File: src/rtl/rv32i_pkg.sv
`default_nettype none
// ============================================================================
//  Package     : rv32i_pkg
//  Description : Shared encodings for the RV32I multi-cycle control sequencer.
//                This package holds the opcodes, the sequencer state encoding,
//                the immediate-format select, the ALU function selects and the
//                CW4_2 bit positions.
//  Revision    : 1.0 - initial release
// ============================================================================
package rv32i_pkg;

   localparam logic [6:0] OP_R      = 7'b0110011;
   localparam logic [6:0] OP_I      = 7'b0010011;
   localparam logic [6:0] OP_LOAD   = 7'b0000011;
   localparam logic [6:0] OP_STORE  = 7'b0100011;
   localparam logic [6:0] OP_BRANCH = 7'b1100011;

   localparam logic [2:0] F3_WORD   = 3'b010;

   localparam logic [3:0] FS_ADD    = 4'b0000;
   localparam logic [3:0] FS_SUB    = 4'b0001;

   // CW4_2 = {s_reg_imm_ALU_B, s_ALU_dmem_wregdata, sig_w_ctrl_reg}
   localparam int CW_ALU_B_IMM = 2;
   localparam int CW_WDATA_MEM = 1;
   localparam int CW_WREG      = 0;

   typedef enum logic [1:0] {
      S_FETCH = 2'd0,
      S_EXEC  = 2'd1,
      S_MEM   = 2'd2,
      S_HALT  = 2'd3
   } state_e;

   typedef enum logic [1:0] {
      IMM_NONE = 2'd0,
      IMM_I    = 2'd1,
      IMM_S    = 2'd2,
      IMM_B    = 2'd3
   } imm_sel_e;

endpackage
`default_nettype wire

File: src/rtl/rv32i_seq_ctrl_imm_gen.sv
`default_nettype none
// ============================================================================
//  Module      : imm_gen
//  Description : Combinational sign-extended immediate selection (I, S, B).
//  Ports       : ir_hi_i - IR[31:20]
//                ir_lo_i - IR[11:7]
//                sel_i   - immediate format select (IMM_NONE gives 0)
//                imm_o   - 32-bit sign-extended immediate
//  Revision    : 1.0 - initial release
// ============================================================================
module imm_gen
   import rv32i_pkg::*;
(
   input  logic [11:0] ir_hi_i,
   input  logic [4:0]  ir_lo_i,
   input  imm_sel_e    sel_i,
   output logic [31:0] imm_o
);

   // ir_hi_i[11] is IR[31], the sign bit of every format.
   always_comb begin
      imm_o = 32'd0;
      case (sel_i)
         IMM_I:   imm_o = {{20{ir_hi_i[11]}}, ir_hi_i};
         IMM_S:   imm_o = {{20{ir_hi_i[11]}}, ir_hi_i[11:5], ir_lo_i};
         IMM_B:   imm_o = {{20{ir_hi_i[11]}}, ir_lo_i[0], ir_hi_i[10:5],
                           ir_lo_i[4:1], 1'b0};
         default: imm_o = 32'd0;
      endcase
   end

endmodule
`default_nettype wire

File: src/rtl/rv32i_seq_ctrl.sv
`default_nettype none
// ============================================================================
//  Module      : rv32i_seq_ctrl
//  Description : Multi-cycle RV32I control sequencer. It fetches over an imem
//                handshake, decodes the IR and drives the datapath controls,
//                sequences LW/SW over a dmem handshake, resolves branches from
//                ZCNV and owns the PC.
//  Ports       : clk/rst            - clock, async active-high reset
//                o_imem_*/i_imem_*  - instruction fetch handshake
//                o_dmem_*/i_dmem_*  - data access handshake
//                FS, CW4_2, o_imm   - datapath function / control / immediate
//                r_addr_reg1/2, w_addr_reg - register addresses from the IR
//                ZCNV               - datapath flags {Z, C, N, V}
//                o_illegal, o_halted - sticky fault flag and halt indication
//  Revision    : 1.0 - initial release
// ============================================================================
module rv32i_seq_ctrl
   import rv32i_pkg::*;
#(
   parameter logic [31:0] RESET_PC = 32'h0000_0000
)
(
   input  logic        clk,
   input  logic        rst,
   output logic [31:0] o_imem_addr,
   output logic        o_imem_req,
   input  logic        i_imem_valid,
   input  logic [31:0] i_imem_data,
   output logic        o_dmem_req,
   output logic        o_dmem_we,
   input  logic        i_dmem_ack,
   output logic [3:0]  FS,
   output logic [2:0]  CW4_2,
   output logic [31:0] o_imm,
   output logic [4:0]  r_addr_reg1,
   output logic [4:0]  r_addr_reg2,
   output logic [4:0]  w_addr_reg,
   input  logic [3:0]  ZCNV,
   output logic        o_illegal,
   output logic        o_halted
);

   state_e      state_q, state_d;
   logic [31:0] pc_q, pc_d;
   logic [31:0] ir_q, ir_d;
   logic        illegal_q, illegal_d;

   logic [6:0]  w_opcode;
   logic [2:0]  w_f3;
   logic        w_is_r, w_is_i, w_is_lw, w_is_sw, w_is_br;
   logic        w_taken;
   logic [31:0] w_pc_plus4, w_br_target;
   logic [3:0]  w_fs;
   logic [2:0]  w_cw;
   imm_sel_e    w_imm_sel;
   logic        w_imem_req, w_dmem_req, w_dmem_we;

   // ---------------------------------------------------------------- decode
   assign w_opcode = ir_q[6:0];
   assign w_f3     = ir_q[14:12];
   assign w_is_r   = (w_opcode == OP_R);
   assign w_is_i   = (w_opcode == OP_I);
   assign w_is_lw  = (w_opcode == OP_LOAD)  && (w_f3 == F3_WORD);
   assign w_is_sw  = (w_opcode == OP_STORE) && (w_f3 == F3_WORD);
   // f3 = 010/011 are not branch encodings
   assign w_is_br  = (w_opcode == OP_BRANCH) && (w_f3[2:1] != 2'b01);

   // ZCNV = {Z, C, N, V}; C set means A >= B unsigned.
   always_comb begin
      w_taken = 1'b0;
      case (w_f3)
         3'b000:  w_taken =  ZCNV[3];
         3'b001:  w_taken = ~ZCNV[3];
         3'b100:  w_taken =  ZCNV[1] ^ ZCNV[0];
         3'b101:  w_taken = ~(ZCNV[1] ^ ZCNV[0]);
         3'b110:  w_taken = ~ZCNV[2];
         3'b111:  w_taken =  ZCNV[2];
         default: w_taken = 1'b0;
      endcase
   end

   imm_gen u_imm_gen (
      .ir_hi_i (ir_q[31:20]),
      .ir_lo_i (ir_q[11:7]),
      .sel_i   (w_imm_sel),
      .imm_o   (o_imm)
   );

   // o_imm carries the B-immediate whenever a branch is in EXEC
   assign w_pc_plus4  = pc_q + 32'd4;
   assign w_br_target = pc_q + o_imm;

   // --------------------------------------------------------- state register
   always_ff @(posedge clk or posedge rst) begin
      if (rst) begin
         state_q   <= S_FETCH;
         pc_q      <= RESET_PC;
         ir_q      <= 32'd0;
         illegal_q <= 1'b0;
      end else begin
         state_q   <= state_d;
         pc_q      <= pc_d;
         ir_q      <= ir_d;
         illegal_q <= illegal_d;
      end
   end

   // ------------------------------------------------------------ next state
   always_comb begin
      state_d   = state_q;
      pc_d      = pc_q;
      ir_d      = ir_q;
      illegal_d = illegal_q;
      case (state_q)
         S_FETCH: begin
            if (i_imem_valid) begin
               ir_d    = i_imem_data;
               state_d = S_EXEC;
            end
         end
         S_EXEC: begin
            if (w_is_r || w_is_i) begin
               pc_d    = w_pc_plus4;
               state_d = S_FETCH;
            end else if (w_is_lw || w_is_sw) begin
               state_d = S_MEM;
            end else if (w_is_br) begin
               // A taken branch to a non-word-aligned target faults in place.
               if (w_taken && w_br_target[1]) begin
                  illegal_d = 1'b1;
                  state_d   = S_HALT;
               end else begin
                  pc_d    = w_taken ? w_br_target : w_pc_plus4;
                  state_d = S_FETCH;
               end
            end else begin
               illegal_d = 1'b1;
               state_d   = S_HALT;
            end
         end
         S_MEM: begin
            if (i_dmem_ack) begin
               pc_d    = w_pc_plus4;
               state_d = S_FETCH;
            end
         end
         default: begin
            state_d = S_HALT;
         end
      endcase
   end

   // --------------------------------------------------------------- outputs
   always_comb begin
      w_fs       = FS_ADD;
      w_cw       = 3'b000;
      w_imm_sel  = IMM_NONE;
      w_imem_req = 1'b0;
      w_dmem_req = 1'b0;
      w_dmem_we  = 1'b0;
      case (state_q)
         S_FETCH: w_imem_req = 1'b1;
         S_EXEC: begin
            if (w_is_r) begin
               w_fs = {w_f3, ir_q[30]};
               w_cw = 3'b001;
            end else if (w_is_i) begin
               // IR[30] only qualifies the shift-right immediates
               w_fs      = {w_f3, (w_f3 == 3'b101) ? ir_q[30] : 1'b0};
               w_cw      = 3'b101;
               w_imm_sel = IMM_I;
            end else if (w_is_lw || w_is_sw) begin
               w_cw      = 3'b100;
               w_imm_sel = w_is_sw ? IMM_S : IMM_I;
            end else if (w_is_br) begin
               w_fs      = FS_SUB;
               w_imm_sel = IMM_B;
            end
         end
         S_MEM: begin
            // Address stays stable: ADD with the same immediate as EXEC.
            w_imm_sel  = w_is_sw ? IMM_S : IMM_I;
            w_dmem_req = 1'b1;
            w_dmem_we  = w_is_sw;
            w_cw       = (i_dmem_ack && w_is_lw) ? 3'b111 : 3'b100;
         end
         default: ;
      endcase
   end

   assign o_imem_addr = pc_q;
   // state_q already reads FETCH during reset; gate so no fetch is requested.
   assign o_imem_req  = w_imem_req & ~rst;
   assign o_dmem_req  = w_dmem_req & ~rst;
   assign o_dmem_we   = w_dmem_we  & ~rst;
   assign FS          = w_fs;
   assign CW4_2       = {w_cw[CW_ALU_B_IMM], w_cw[CW_WDATA_MEM],
                         w_cw[CW_WREG] & (w_addr_reg != 5'd0)};
   assign r_addr_reg1 = ir_q[19:15];
   assign r_addr_reg2 = ir_q[24:20];
   assign w_addr_reg  = ir_q[11:7];
   assign o_illegal   = illegal_q;
   assign o_halted    = (state_q == S_HALT);

endmodule
`default_nettype wire
File: config.mk
export PLATFORM = sky130hd
export DESIGN_NAME = rv32i_seq_ctrl
export DESIGN_NICKNAME = d
export VERILOG_FILES = /design/src/rtl/rv32i_pkg.sv /design/src/rtl/rv32i_seq_ctrl_imm_gen.sv /design/src/rtl/rv32i_seq_ctrl.sv
export SDC_FILE = /design/constraint.sdc
export NUM_CORES = 1
export LEC_CHECK = 0
export CAP_MARGIN = 15
export CORE_ASPECT_RATIO = 1.2
export CORE_UTILIZATION = 46
export DETAILED_ROUTE_END_ITERATION = 8
export PLACE_DENSITY = 0.87
export SLEW_MARGIN = 10
export SYNTH_ARGS = -nofsm -noshare
export SYNTH_HDL_FRONTEND = slang
export SYNTH_HIERARCHICAL = 1
export SYNTH_SLANG_ARGS = --single-unit
File: constraint.sdc
create_clock -name clk -period 5 [get_ports clk]
set_clock_uncertainty 0.1 [all_clocks]
set_input_delay 0.5 -clock clk [delete_from_list [all_inputs] [get_ports clk]]
set_output_delay 0.5 -clock clk [all_outputs]
set_load 0.005 [all_outputs]
==> reports/qor.csv, run 1 <==
metric;value;unit
highest_layer;met4;
io_buffers;130;
clock_path_buffers;2;
grt-ovfl-total;0;
fin_nets;822;
relSlewSlack;36.42;%
grtUsageTotal;23.78;%
hold_slack;379.5;ps
cpPeakStageDelay;450;ps
cp_slowest_cell;dfrtp_2;
setup_ws;321.6;ps
cp_data_arrival_time;4810;ps
fp.dieH;122.4;um
tightest_slew;946.5;ps
ys_ff_latch;67;
netlist_area;5557;um2
dr_total_vias;5237;
wl_per_cell;16.00;um
worstPathCellList;nor2_2, nand3_1, nor3_2, buf_4, nand2_1, a22oi_1, nor2b_1, buf_4, nor2_2, nor2b_4, buf_4, ha_1, a21oi_1, o21ai_1, a211oi_2, a211oi_2, o22ai_2, o31ai_1, a21o_1, a21oi_2, mux2i_1, a22oi_1, xnor2_1;
worstReg2RegEnd;o_imem_addr[31];
place_inst;889;
dp_hpwl;10.40;mm
ir_worst_vdd;0.3612;mV
grt_pass1_wl;23.29;mm
yosys.area.top_type;dfrtp_1;
fin_cells;907;
cts_tree;done;
min_period_over_period;93.57;%
clk-insertion-delay-late;340;ps
initial_core_util;47.59;%
rsz0062_at_grt;true;
hold_path.class;reg -> reg;
synthArstFlopShare;100.0;%
final_antenna_net_count;0;
pin_count;131;
clkTransAtPathRegs;60;ps
wl_met2;7.203;mm
outcome;finished, final reports clean;
setup_tns;0;ps
synth_area_leaders;dfrtp_1 30%, ha_1 8.1%, mux2_2 6.9%, a21oi_1 6.8%, buf_4 4.7%;
syn_inst;651;
p_per_area;693.3;nW/um2
core;11670;um2
grt_pass1_vias;4973;
worstSetupStartpoint;ir_q[12];
routed-wl-met3;843;um
synthToLayoutAreaGrowth;29.43;%
gp_congestion;0.9153;
synth_top_area_share;30.17;%
drt-met1-wl;5.996;mm
antenna_found_initial;0;
num_antenna_cells;0;
cts_buffers;9;
maxCapViolations;0;
vias_per_cell;5.774;
crit_fanout;9;
crit_required;5130;ps
synth_ff_type;dfrtp_1;
synth.distinct_cells;71;
cts_sinks;67;
yosysSeqAreaShare;30.17;%
end_kind;flop;
pre_cts_ws;178.4;ps
hold_viol_final;0;
reg2reg_depth;23;
wirelength;14.51;mm
period_needed;4678;ps
synth-edff-count;0;
htreeDepth;3;
maxSlewViolCount;0;
worst_setup_path_start_kind;flop;
syn_nets;728;
rows;43;
crit_path_end;o_imem_addr[31];
ff2ff_setup_slack;320;ps
setup_viol;0;
crit_type;reg -> reg;
die_area;12520;um2
postSynthAreaPerCell;8.535;um2
drive_above_1_share;12.93;%
yosys_warnings;6;
cts_root_buf;clkbuf_16;
first_pass_iters;5;
reg2reg_from;ir_q[12];
grt_start_max_net_pins;51;
drc_errors;0;
leakage;0.003003;uW
crit_top_cell;buf_4;
fmax;0.2137;GHz
drtIter0Drc;192;
cts.hold.buffers_added;0;
dieWidth;102.3;um
## through the flow
step | area (um2) | power [uW] | utilization (%)
2_1_floorplan | 5559 | 3226 | -
3_3_place_gp | 6753 | 4019 | 57.84
3_5_place_dp | 6753 | 4082 | 57.84
4_1_cts | 7118 | 4922 | 60.97
5_1_grt | 7192 | 5345 | 61.60
6_report | 7192 | 4986 | 61.60
## flip-flops by register name (all words and copies together), names as in the netlist
name / cells
ir_q: 32
state_q: 2
o_imem_addr: 32
o_illegal: 1
## logic make-up (layout without fill, tap and decap cells)
kind of cell,after synthesis,after routing,synth area share (%)
AOI/OAI and AO/OA,191,191,21.48
xor gates and xnor gates,31,31,4.886
adders and majority gates,37,37,8.467
buffers and inverters,81,180,8.602
DFF,67,67,30.17
muxes,37,37,7.453
and+or+nand+nor,207,207,18.94
## how the worst min path moves through the flow
stage / start / endpoint / slack (ps) / cells after the start
after global placement: o_imem_addr[31] / o_imem_addr[31] / 360 / 1
after global routing: o_imem_addr[31] / o_imem_addr[31] / 410 / 1
after floorplan: o_illegal / o_illegal / 360 / 1
final: o_imem_addr[31] / o_imem_addr[31] / 380 / 1
after CTS: o_imem_addr[31] / o_imem_addr[31] / 380 / 1
after detailed placement: o_imem_addr[31] / o_imem_addr[31] / 370 / 1
## metal layers
metal | global-route usage, % | vias to the layer above
met5 | 0 | -
met4 | 11.25 | 0
met3 | 5.239 | 40
met2 | 40.60 | 206
met1 | 28.13 | 2485
li1 | - | 2506
## layout make-up
class,instances,area [um2]
tap,157,196.4
multi-input combinational,503,3451
fill,968,4483
timing repair buffer,145,1430
inverter,19,71.32
clock inverter,6,136.4
clock buffer,10,229.0
sequential,67,1678
## what timing repair did
item                       4_1_cts  5_1_grt
gates resized for setup          0       11
setup endpoints to repair        0        6
buffers inserted                 0        1
## where the power goes
| part | leakage [uW] | total [uW] | switching, uW | internal (uW) |
|---|---|---|---|---|
| clock network | 0.000173 | 795 | 255 | 540 |
| registers | 0.000786 | 1130 | 327 | 807 |
| logic | 0.00204 | 3060 | 1580 | 1480 |
## layout by cell type, fill, tap and decap left out, drive strengths merged, types with 5 or more instances in the layout
cell             n
clkdlybuf4s50  130
a21oi           78
dfrtp           67
nand2           59
o21ai           51
nor2            38
ha              36
mux2            35
nand3           30
xnor2           20
inv             20
nor2b           16
buf             15
and3            12
xor2            11
nor3            11
nand4           10
clkbuf          10
a21o             9
a22o             6
o211ai           6
o21bai           5
o22ai            5
a31oi            5
or2              5
## Yosys cell counts, types with 14 or more instances
cell / n
nor2b_1: 14
mux2_2: 34
dfrtp_1: 67
inv_1: 19
buf_4: 35
o21ai_1: 25
ha_1: 36
nor2_1: 36
xnor2_1: 20
o21ai_0: 25
nand3_1: 30
nand2_1: 57
a21oi_1: 75
## worst max-delay path: cells and delay by family (launching register included)
kind                       cells  cell delay, ps
and+or+nand+nor                7            1060
xor gates and xnor gates       1             150
muxes                          1             190
adders and majority gates      1             330
buffers and inverters          3             490
DFF                            1             450
AOI/OAI and AO/OA             10            1780
Power figures use the tool's default switching activity.
==> run 2: changes to the inputs <==
Settings changed: PLACE_DENSITY 0.87 to unset, PLACE_DENSITY_LB_ADDON set to 0.3.
==> run 2 against run 1 <==
  * Fmax rose by 0.42%
  * Worst hold slack worse by 6.8 ps
  * Worst setup slack improved by 20 ps
  * Sequential share of layout area up 0.31 points
  * Total power decreased by 4.7%
==> reports/qor.csv, run 2 (synthesis results as in run 1) <==
metric;value;unit
final_cell_mix;130 x clkdlybuf4s50_1, 74 x a21oi_1, 67 x dfrtp_1;
drive_above_1_share;12.90;%
rows;43;
grt_pass1_wl;23.89;mm
fin_nets;824;
grt_start_max_net_pins;64;
final_common_cell;clkdlybuf4s50_1;
setup_tns;0;ps
combPwrFrac;63.8;%
p_int;2621;uW
ff2ff_setup_slack;340;ps
place_inst;888;
leakage;0.002969;uW
htreeDepth;3;
wirelength;14.53;mm
synthToLayoutAreaGrowth;27.65;%
dp_hpwl;11.07;mm
die_area;12520;um2
io_buffers;130;
final_antenna_net_count;0;
crit_fanout;18;
switching_share;44.84;%
grt_pass1_vias;5094;
first_pass_iters;5;
critPathTopFamily;compound AO/OA/AOI/OAI gates;
fmax;0.2146;GHz
cts.hold.buffers_added;0;
drc_errors;0;
antenna_found_initial;0;
initial_core_util;47.59;%
num_antenna_cells;0;
vias_per_cell;5.739;
post-route-util;60.75;%
grtUsageTotal;24.17;%
fp.dieH;122.4;um
cp_data_arrival_time;4780;ps
period_needed;4659;ps
maxCapViolations;0;
seqPwrFrac;23.8;%
p_per_area;670.0;nW/um2
hold_path.class;reg -> reg;
fin_area;7093;um2
core;11670;um2
dr_total_vias;5217;
crit_type;reg -> reg;
drtIter0Drc;225;
fin_cells;909;
fin_total_pwr;4752;uW
cts_root_buf;clkbuf_16;
worstPathCellList;inv_1, ha_1, inv_1, or4_4, a21oi_4, buf_4, nor2_2, nor2b_4, buf_4, ha_1, a21oi_1, nor2b_1, nor2_1, nor2_1, a211oi_1, o31ai_1, a21o_1, a21oi_2, mux2i_1, a22oi_1, xnor2_1;
hold_viol_final;0;
crit_required;5120;ps
cts_tree;done;
cp_slowest_cell;or4_4;
dieWidth;102.3;um
setup_viol;0;
tightest_slew;976.9;ps
wl_per_cell;15.99;um
rsz0062_at_grt;false;
end_kind;flop;
placed_cell_area;6745;um2
ir_worst_vdd;0.3625;mV
cts_buffers;9;
maxSlewViolCount;0;
pwr-share-clk;12.4;%
relSlewSlack;34.37;%
worst_setup_path_start_kind;flop;
clk-insertion-delay-late;340;ps
min_period_over_period;93.18;%
cts_sinks;67;
timing.critical_path.buf_inv;4;
gp_congestion;0.8832;
clock_path_buffers;2;
outcome;finished, final reports clean;
pin_count;131;
clkTransAtPathRegs;60;ps
grt-ovfl-total;0;
p_sw;2131;uW
cpPeakStageDelay;560;ps
-- run 2: worst reg2reg max path: cells and delay by family (launching register included) --
family	cells	cell delay, ps
mux	1	220
buf+inv	4	650
simple gates	6	1110
xor+xnor	1	150
flops	1	420
fa+ha+maj	2	530
compound gates	7	1350
-- run 2: timing repair --
action	CTS	global route
gates resized for setup	0	8
endpoints found under the setup margin	0	4
setup buffers	0	5
-- run 2: layout make-up --
class | count | area (um2)
Fill cell | 1014 | 4582
Multi-Input combinational cell | 503 | 3447
Sequential cell | 67 | 1677
Timing Repair Buffer | 147 | 1429
Clock buffer | 12 | 246.5
Tap cell | 157 | 196.4
Inverter | 19 | 71.32
Clock inverter | 4 | 26.28
-- run 2: path summary, 6_finish.rpt --
path / from / to / depth (start not counted)
worst max-delay path: state_q[0] / o_imem_addr[31] / 21
worst max register to register: state_q[0] / o_imem_addr[31] / 21
worst min register to register: o_illegal / o_illegal / 1
worst min-delay path: o_illegal / o_illegal / 1
max in group asynchronous: rst / o_imem_addr[7] / 3
min in group asynchronous: rst / ir_q[5] / 2
-- run 2: per-stage QoR --
step | setup slack, ps | hold slack (ps)
after floorplan | 151.1 | 365.0
after global placement | 296.4 | 352.9
after detailed placement | 72.76 | 367.6
after CTS | 37.80 | 380.0
after global routing | 16.92 | 387.0
final | 341.2 | 372.7
-- run 2: power groups by stage --
stage	sequential (uW)	clock (uW)	combinational, uW
2_1_floorplan	1020	0	2200
3_3_place_gp	1120	0	2910
3_5_place_dp	1130	0	2980
4_1_cts	1120	600	2990
5_1_grt	1170	622	3340
6_report	1130	591	3030
-- run 2: per-layer routing --
metal	vias up	global-route usage (%)	share of wire, %
li1	2511	-	-
met1	2491	27.88	40
met2	186	42.91	51
met3	29	5.068	6.0
met4	0	10.09	2.3
met5	-	0	0
==> run 3: changes to the inputs <==
Settings changed: PLACE_DENSITY set to 0.82, PLACE_DENSITY_LB_ADDON 0.3 to unset.
==> run 3 against run 2 <==
  * Wire length increased by 3.6%
  * First-iteration DRC count up 22%
  * Largest power group unchanged
  * Total power is 2.3% higher
  * Worst setup slack lost 150 ps
  * Via count increased by 0.73%
  * Fmax shrank 3.2%
  * Count of clock-buffer cells in the layout fell by 3
  * Flip-flop and latch count did not move
  * Die area unchanged
  * Largest cell class unchanged
  * Highest routed layer unchanged
  * Critical path type unchanged
  * Sequential share of layout area decreased by 0.12 points
==> reports/qor.csv, run 3 (synthesis results as in run 1) <==
metric;value;unit
synthToLayoutAreaGrowth;28.28;%
grt-ovfl-total;0;
final_antenna_net_count;0;
min_period_over_period;96.27;%
clk-insertion-delay-late;340;ps
cts_sinks;67;
grtUsageTotal;24.90;%
fin_total_pwr;4863;uW
cts_buffers;9;
maxSlewViolCount;0;
dieWidth;102.3;um
wl_per_cell;16.61;um
relSlewSlack;36.11;%
fin_cells;907;
wirelength;15.06;mm
first_pass_iters;5;
fin_nets;822;
clock_path_buffers;2;
cts.hold.buffers_added;0;
end_kind;flop;
hold_path.class;reg -> reg;
cp_data_arrival_time;4980;ps
rows;43;
p_int;2672;uW
worstPathCellList;inv_1, ha_1, inv_1, or4_1, a21oi_1, buf_4, nor2b_4, buf_4, a22o_1, ha_1, nand3_1, o211ai_2, a211oi_2, a211oi_2, o22ai_2, o31ai_2, a21o_1, a21oi_2, mux2i_1, a22oi_1, xnor2_1;
fin_area;7128;um2
maxCapViolations;0;
cpPeakStageDelay;580;ps
grt_pass1_vias;5238;
pin_count;131;
tightest_slew;951.0;ps
grt_start_max_net_pins;64;
placed_cell_area;6738;um2
outcome;finished, final reports clean;
critPathTopFamily;compound AO/OA/AOI/OAI gates;
ir_worst_vdd;0.3429;mV
final_common_cell;clkdlybuf4s50_1;
p_sw;2191;uW
fmax;0.2077;GHz
seqPwrFrac;23.3;%
worst_setup_path_start_kind;flop;
drtIter0Drc;275;
gp_congestion;0.9245;
dr_total_vias;5255;
core;11670;um2
setup_viol;0;
period_needed;4814;ps
combPwrFrac;63.2;%
die_area;12520;um2
fp.dieH;122.4;um
initial_core_util;47.59;%
crit_type;reg -> reg;
antenna_found_initial;0;
grt_pass1_wl;24.54;mm
crit_required;5170;ps
cts_root_buf;clkbuf_16;
pwr-share-clk;13.4;%
drc_errors;0;
p_per_area;682.2;nW/um2
timing.critical_path.buf_inv;4;
drive_above_1_share;13.20;%
crit_fanout;9;
htreeDepth;3;
io_buffers;130;
cp_slowest_cell;or4_1;
clkTransAtPathRegs;60;ps
dp_hpwl;10.94;mm
hold_viol_final;0;
leakage;0.002977;uW
place_inst;887;
num_antenna_cells;0;
rsz0062_at_grt;true;
final_cell_mix;130 x clkdlybuf4s50_1, 74 x a21oi_1, 67 x dfrtp_1;
switching_share;45.06;%
cts_tree;done;
vias_per_cell;5.794;
[run 3: cell count changes in the layout (fill, tap and decap cells not counted), sizes merged]
cell and change:
clkbuf -3, bufinv +1, clkinv +1, buf -2
inv +1
[run 3: worst paths after layout]
| check | slack (ps) | start | to | cells past startpoint |
|---|---|---|---|---|
| worst max-delay path | 190 | state_q[0] | o_imem_addr[31] | 21 |
| worst min-delay path | 380 | o_imem_addr[31] | o_imem_addr[31] | 1 |
| worst max register to register | 190 | state_q[0] | o_imem_addr[31] | 21 |
| worst min register to register | 380 | o_imem_addr[31] | o_imem_addr[31] | 1 |
| max in group asynchronous | 3250 | rst | o_imem_addr[12] | 3 |
| min in group asynchronous | 570 | rst | ir_q[14] | 2 |
[run 3: stage by stage]
stage          setup TNS (ps)  utilization (%)  hold slack (ps)  worst slack [ps]
3_3_place_gp                0            57.71            356.1             340.8
6_report                    0            61.05            378.7             186.5
3_5_place_dp                0            57.71            363.4             106.9
5_1_grt                -38.05            61.05            400.4            -38.05
4_1_cts                     0            60.30            378.1             14.13
2_1_floorplan               0                -            365.0             151.1
[run 3: layout make-up]
| class | instances | area [um2] |
|---|---|---|
| sequential | 67 | 1677 |
| timing repair buffer | 145 | 1418 |
| tap | 157 | 196.4 |
| clock inverter | 7 | 77.57 |
| multi-input combinational | 503 | 3463 |
| fill | 1002 | 4547 |
| inverter | 19 | 71.32 |
| clock buffer | 9 | 225.2 |
[run 3: power groups by stage]
stage / clock, uW / sequential (uW) / combinational, uW
CTS: 661 / 1120 / 3000
global placement: 0 / 1110 / 2910
floorplan: 0 / 1020 / 2200
finish: 653 / 1130 / 3070
detailed placement: 0 / 1120 / 2980
global route: 678 / 1170 / 3390
[run 3: timing repair]
action,in CTS,in global routing
endpoints found under the setup margin,0,7
gates resized for setup,0,13
setup buffers,0,4
[run 3: metal layers]
metal | up-vias | share of wire, % | GRT usage (%)
met3 | 46 | 5.8 | 4.954
met2 | 213 | 51 | 44.21
met1 | 2494 | 40 | 28.14
met4 | 0 | 3.0 | 12.23
li1 | 2502 | - | -
met5 | - | 0 | 0
==> edit 1, RTL diff (settings of run 1) <==
`ir_q` no longer has a reset.
--- a/src/rtl/rv32i_seq_ctrl.sv
+++ b/src/rtl/rv32i_seq_ctrl.sv
@@ -95,14 +95,16 @@
       if (rst) begin
          state_q   <= S_FETCH;
          pc_q      <= RESET_PC;
-         ir_q      <= 32'd0;
          illegal_q <= 1'b0;
       end else begin
          state_q   <= state_d;
          pc_q      <= pc_d;
-         ir_q      <= ir_d;
          illegal_q <= illegal_d;
       end
+   end
+
+   always_ff @(posedge clk) begin
+      ir_q <= ir_d;
    end
 
    // ------------------------------------------------------------ next state
Behaviour: not the same (Yosys sat finds a counterexample within 4 cycles, from zero or initial values and one cycle with rst high).
==> edit 1 against run 1 <==
- power decreased by 17%
- wire length increased by 3.5%
- combinational power decreased by 18%
- synthesized cell count decreased by 4.0%
- worst setup slack got worse by 0.081 ns
- sequential power decreased by 13%
- sequential cell count unchanged
- design area decreased by 2.4%
- via count decreased by 0.65%
- largest power group unchanged
- hold slack improved by 0.0056 ns
- area after synthesis decreased by 1.5%
- clock power decreased by 18%
==> edit 1: results (changes against run 1) <==
{| class="wikitable"
! Metric !! Value
|-
| Slew Limit Headroom || 0.586 (was 0.364)
|-
| Met3 track demand over resource in global routing || 0.0461 (was 0.0524)
|-
| Routability cong. || 0.927 (was 0.915)
|-
| Routed metal-1 wirelength || 5.82 mm (was 6.00 mm)
|-
| Clock network area share || 0.0433 (was 0.0508)
|-
| Xor/xnor share of the synthesized area || 0.0432 (was 0.0489)
|-
| Psw || 1.82 mW (was 2.16 mW)
|-
| Leading cell types by count after synthesis || sky130_fd_sc_hd__a21oi_1 (75), sky130_fd_sc_hd__o21ai_0 (50), sky130_fd_sc_hd__nand2_1 (46), sky130_fd_sc_hd__nor2_1 (42), sky130_fd_sc_hd__ha_1 (36) (was sky130_fd_sc_hd__a21oi_1 (75), sky130_fd_sc_hd__dfrtp_1 (67), sky130_fd_sc_hd__nand2_1 (57), sky130_fd_sc_hd__ha_1 (36), sky130_fd_sc_hd__nor2_1 (36))
|-
| Reg-to-reg endpoint || o_imem_addr[28] (was o_imem_addr[31])
|-
| Area share of fa/ha/maj cells after synthesis || 0.0860 (was 0.0847)
|-
| Area used by multi-input combinational logic || 3220 µm² (was 3450 µm²)
|-
| Reported sequential group power || 981 µW (was 1.13 mW)
|-
| Run status || completed (unchanged)
|-
| Largest net degree at the start of global routing || 58 (was 51)
|-
| Detailed Route WL || 15.0 mm (was 14.5 mm)
|-
| Count of cells along the worst register-to-register path || 20 (was 23)
|-
| Placed cell area || 6660 µm² (was 6750 µm²)
|-
| Via-per-instance ratio || 5.89 (was 5.77)
|-
| Number of nets at the end of the flow || 799 (was 822)
|-
| Hold endpoint || o_illegal (was o_imem_addr[31])
|-
| Starting DRT DRC Count || 333 (was 192)
|-
| Arrival @ worst endpoint || 4.94 ns (was 4.81 ns)
|-
| Global Route met2 Usage || 0.433 (was 0.406)
|-
| Multiplexer share of the synthesized area || 0.00412 (was 0.0745)
|-
| Power in the clock group || 648 µW (was 795 µW)
|-
| Layout cell share with drive strength beyond 1 || 0.0798 (was 0.129)
|-
| Met3 Routed Length || 812 µm (was 843 µm)
|-
| Number of fill cells in the layout || 934 (was 968)
|-
| Dominant cell type by area after synthesis || sky130_fd_sc_hd__edfxtp_1 (was sky130_fd_sc_hd__dfrtp_1)
|-
| Flip-flop and latch share of the layout cell area || 0.262 (was 0.233)
|-
| Buffers outside the clock class || 144 (was 145)
|-
| Start point of the worst hold path || o_illegal (was o_imem_addr[31])
|-
| Detail Placement HPWL || 10.8 mm (was 10.4 mm)
|-
| Signal inverters || 15 (was 19)
|-
| GRT met1 Usage || 0.273 (was 0.281)
|-
| Critical path origin || ir_q[14] (was ir_q[12])
|-
| Total number of multi-input combinational cells || 485 (was 503)
|-
| Synthesized netlist net count || 702 (was 728)
|-
| Synth Area in Compound Gates || 0.240 (was 0.215)
|}
==> edit 1: cell types whose count changed after synthesis, moves of 11 or more <==
cell	delta
sky130_fd_sc_hd__edfxtp_1	+32
sky130_fd_sc_hd__mux2_2	-34
sky130_fd_sc_hd__dfrtp_1	-32
sky130_fd_sc_hd__nand2_1	-11
sky130_fd_sc_hd__o21ai_1	-23
sky130_fd_sc_hd__o21ai_0	+25
==> edit 1: stage by stage <==
step,setup slack (ns),hold WS [ns],util,TNS (ns)
2_1_floorplan,0.139,0.365,-,0
3_3_place_gp,0.261,0.360,0.576,0
3_5_place_dp,0.117,0.371,0.576,0
4_1_cts,0.0728,0.385,0.602,0
5_1_grt,-0.141,0.406,0.607,-0.249
6_report,0.241,0.385,0.607,0
==> edit 1: worst max-delay path: stages, from the launching register on <==
cell	delay (ns)
sky130_fd_sc_hd__edfxtp_1	0.47
sky130_fd_sc_hd__nand2b_1	0.28
sky130_fd_sc_hd__nor4b_4	0.30
sky130_fd_sc_hd__nor2_1	0.06
sky130_fd_sc_hd__o21ai_0	0.15
sky130_fd_sc_hd__a22oi_1	0.12
sky130_fd_sc_hd__nor2b_2	0.22
sky130_fd_sc_hd__nor2b_4	0.24
sky130_fd_sc_hd__a22o_1	0.18
sky130_fd_sc_hd__ha_1	0.21
sky130_fd_sc_hd__inv_1	0.08
sky130_fd_sc_hd__fa_1	0.41
sky130_fd_sc_hd__nor2b_1	0.20
sky130_fd_sc_hd__o211ai_1	0.17
sky130_fd_sc_hd__a211oi_2	0.32
sky130_fd_sc_hd__o2111ai_1	0.21
sky130_fd_sc_hd__a211oi_2	0.25
sky130_fd_sc_hd__buf_4	0.16
sky130_fd_sc_hd__a211oi_1	0.08
sky130_fd_sc_hd__or4_1	0.40
sky130_fd_sc_hd__nand3_1	0.08
==> edit 2, RTL diff (config.mk and constraints of run 1) <==
Made on the original files. Encoding of `state_e`: now Gray code (2 bits for 4 states).
--- a/src/rtl/rv32i_pkg.sv
+++ b/src/rtl/rv32i_pkg.sv
@@ -26,10 +26,10 @@
    localparam int CW_WREG      = 0;
 
    typedef enum logic [1:0] {
-      S_FETCH = 2'd0,
-      S_EXEC  = 2'd1,
-      S_MEM   = 2'd2,
-      S_HALT  = 2'd3
+      S_FETCH = 2'b00,
+      S_EXEC  = 2'b01,
+      S_MEM   = 2'b11,
+      S_HALT  = 2'b10
    } state_e;
 
    typedef enum logic [1:0] {
Check against the original RTL: no difference found for any inputs over 4 cycles, from zero or initial values and one cycle with rst high; so few cycles prove little.
==> edit 2 against run 1 <==
- wire length up 5.8%
- sequential cell count unchanged
- maximum frequency up 0.90%
- design area down 2.8%
- power down 11%
- area after synthesis down 3.2%
- die area down 3.1%
- worst setup slack better by 0.042 ns
- clock power down 15%
- global-route usage up 1.9 points
- combinational power down 16%
- critical path depth down 3
- critical path type unchanged
- critical endpoint unchanged
==> edit 2: results (changes against run 1) <==
{| class="wikitable"
! Metric !! Value
|-
| First-pass GRT wire length || 24.6 mm (was 23.3 mm)
|-
| Arrival @ worst endpoint || 4.80 ns (was 4.81 ns)
|-
| Slowest-stage cell, CP || sky130_fd_sc_hd__dfrtp_1 (was sky130_fd_sc_hd__dfrtp_2)
|-
| Routability cong. || 1.00 (was 0.915)
|-
| Via count of the first global-routing pass || 5,115 (was 4,973)
|-
| Top area cells in the synthesized netlist || sky130_fd_sc_hd__dfrtp_1 (31%), sky130_fd_sc_hd__ha_1 (7.4%), sky130_fd_sc_hd__mux2_2 (6.7%) (was sky130_fd_sc_hd__dfrtp_1 (30%), sky130_fd_sc_hd__ha_1 (8.1%), sky130_fd_sc_hd__mux2_2 (6.9%))
|-
| Overall Global Routing Usage || 0.256 (was 0.238)
|-
| Critical path's largest stage delay || 0.39 ns (was 0.45 ns)
|-
| Psw || 1.92 mW (was 2.16 mW)
|-
| Placed cell area || 6610 µm² (was 6750 µm²)
|-
| Routed WL per cell || 17.3 µm (was 16.0 µm)
|-
| Share of synthesized area occupied by flip-flops and latches || 0.312 (was 0.302)
|-
| Largest driver fanout on the critical path || 9 (unchanged)
|-
| Hold Worst Slack || 0.369 ns (was 0.380 ns)
|-
| Leakage component of the power || 2.84 nW (was 3.00 nW)
|-
| Number of nets at the end of the flow || 800 (was 822)
|-
| Share of the synthesized area in the top cell type || 0.312 (was 0.302)
|-
| Run status || completed (unchanged)
|-
| Layout cell share with drive strength beyond 1 || 0.102 (was 0.129)
|-
| Synthesized netlist net count || 706 (was 728)
|-
| Post-detailed-route DRC marker count || 0 (unchanged)
|-
| Starting DRT DRC Count || 341 (was 192)
|-
| Distinct cell type count after synthesis || 68 (was 71)
|-
| Crit-path leading delay family || simple AND/OR/NAND/NOR gates (was compound AO/OA/AOI/OAI gates)
|-
| Number of vias after detailed routing || 5,343 (was 5,237)
|-
| Actual transition at the worst max-transition pin || 1.11 ns (was 0.946 ns)
|-
| Largest net degree at the start of global routing || 40 (was 51)
|-
| Leading cell types by count after synthesis || sky130_fd_sc_hd__a21oi_1 (67), sky130_fd_sc_hd__dfrtp_1 (67), sky130_fd_sc_hd__nor2_1 (58), sky130_fd_sc_hd__nand2_1 (44), sky130_fd_sc_hd__buf_4 (34) (was sky130_fd_sc_hd__a21oi_1 (75), sky130_fd_sc_hd__dfrtp_1 (67), sky130_fd_sc_hd__nand2_1 (57), sky130_fd_sc_hd__ha_1 (36), sky130_fd_sc_hd__nor2_1 (36))
|-
| Detail Placement HPWL || 11.3 mm (was 10.4 mm)
|-
| Largest vdd supply drop || 345 µV (was 361 µV)
|}
edit 2: cell types whose count changed after synthesis, moves of 5 or more:
cell and delta:
sky130_fd_sc_hd__clkbuf_1 +9, sky130_fd_sc_hd__a31oi_1 +6, sky130_fd_sc_hd__o22a_1 +5, sky130_fd_sc_hd__nand2_1 -13, sky130_fd_sc_hd__o22ai_1 +7, sky130_fd_sc_hd__buf_2 -6, sky130_fd_sc_hd__nand3_1 -9, sky130_fd_sc_hd__o21ai_1 -12
sky130_fd_sc_hd__a21oi_1 -8, sky130_fd_sc_hd__nor2_1 +22, sky130_fd_sc_hd__o21ai_0 +8
edit 2: final timing paths:
kind	slack, ns	start	cells after the start	to
worst min-delay path	0.37	o_imem_addr[31]	1	o_imem_addr[31]
worst max register to register	0.36	ir_q[3]	20	o_imem_addr[31]
min in group asynchronous	0.58	rst	2	ir_q[17]
worst max-delay path	0.36	ir_q[3]	20	o_imem_addr[31]
max in group asynchronous	3.27	rst	3	o_imem_addr[14]
worst min register to register	0.37	o_imem_addr[31]	1	o_imem_addr[31]
edit 2: power groups by stage:
| stage | clock, mW | combinational (mW) | sequential (mW) |
|---|---|---|---|
| after floorplan | 0 | 1.75 | 1.05 |
| after global placement | 0 | 2.43 | 1.15 |
| after detailed placement | 0 | 2.49 | 1.17 |
| after CTS | 0.683 | 2.52 | 1.17 |
| after global routing | 0.707 | 2.80 | 1.22 |
| final | 0.676 | 2.57 | 1.18 |
edit 2: final cells by class:
type	count	area (µm²)
Clock buffer	11	233
Clock inverter	5	77.6
Fill cell	909	4200
Inverter	16	60.1
Multi-Input combinational cell	491	3360
Sequential cell	67	1680
Tap cell	154	193
Timing Repair Buffer	142	1400
edit 2: layer usage:
layer / track usage / vias up / share of wire / wire (µm)
met5: 0 / - / 0 / 0
met1: 0.294 / 2549 / 0.38 / 5880
met3: 0.0572 / 46 / 0.076 / 1160
li1: - / 2486 / - / -
met4: 0.125 / 0 / 0.033 / 514
met2: 0.446 / 262 / 0.51 / 7800
edit 2: stage by stage:
step	power, mW	setup WS (ns)	instances	utilization
2_1_floorplan	2.80	0.241	633	-
3_3_place_gp	3.58	0.468	868	0.590
3_5_place_dp	3.66	0.212	868	0.590
4_1_cts	4.37	0.128	884	0.618
5_1_grt	4.73	0.0219	886	0.625
6_report	4.43	0.363	886	0.625
edit 2: kinds of logic (layout without fill, tap and decap cells):
group           count (synthesis)  after routing  share of synthesized area
simple gates                  194            194                      0.177
fa+ha+maj                      33             33                     0.0781
xor+xnor                       30             30                     0.0488
compound gates                198            198                      0.233
mux                            36             36                     0.0749
buf+inv                        75            174                     0.0763
flops                          67             67                      0.312
edit 2: what timing repair did:
item                                    4_1_cts  5_1_grt
buffers inserted                              0        2
hold buffers                                  0        0
endpoints found under the setup margin        0        8
resized for setup                             0       10
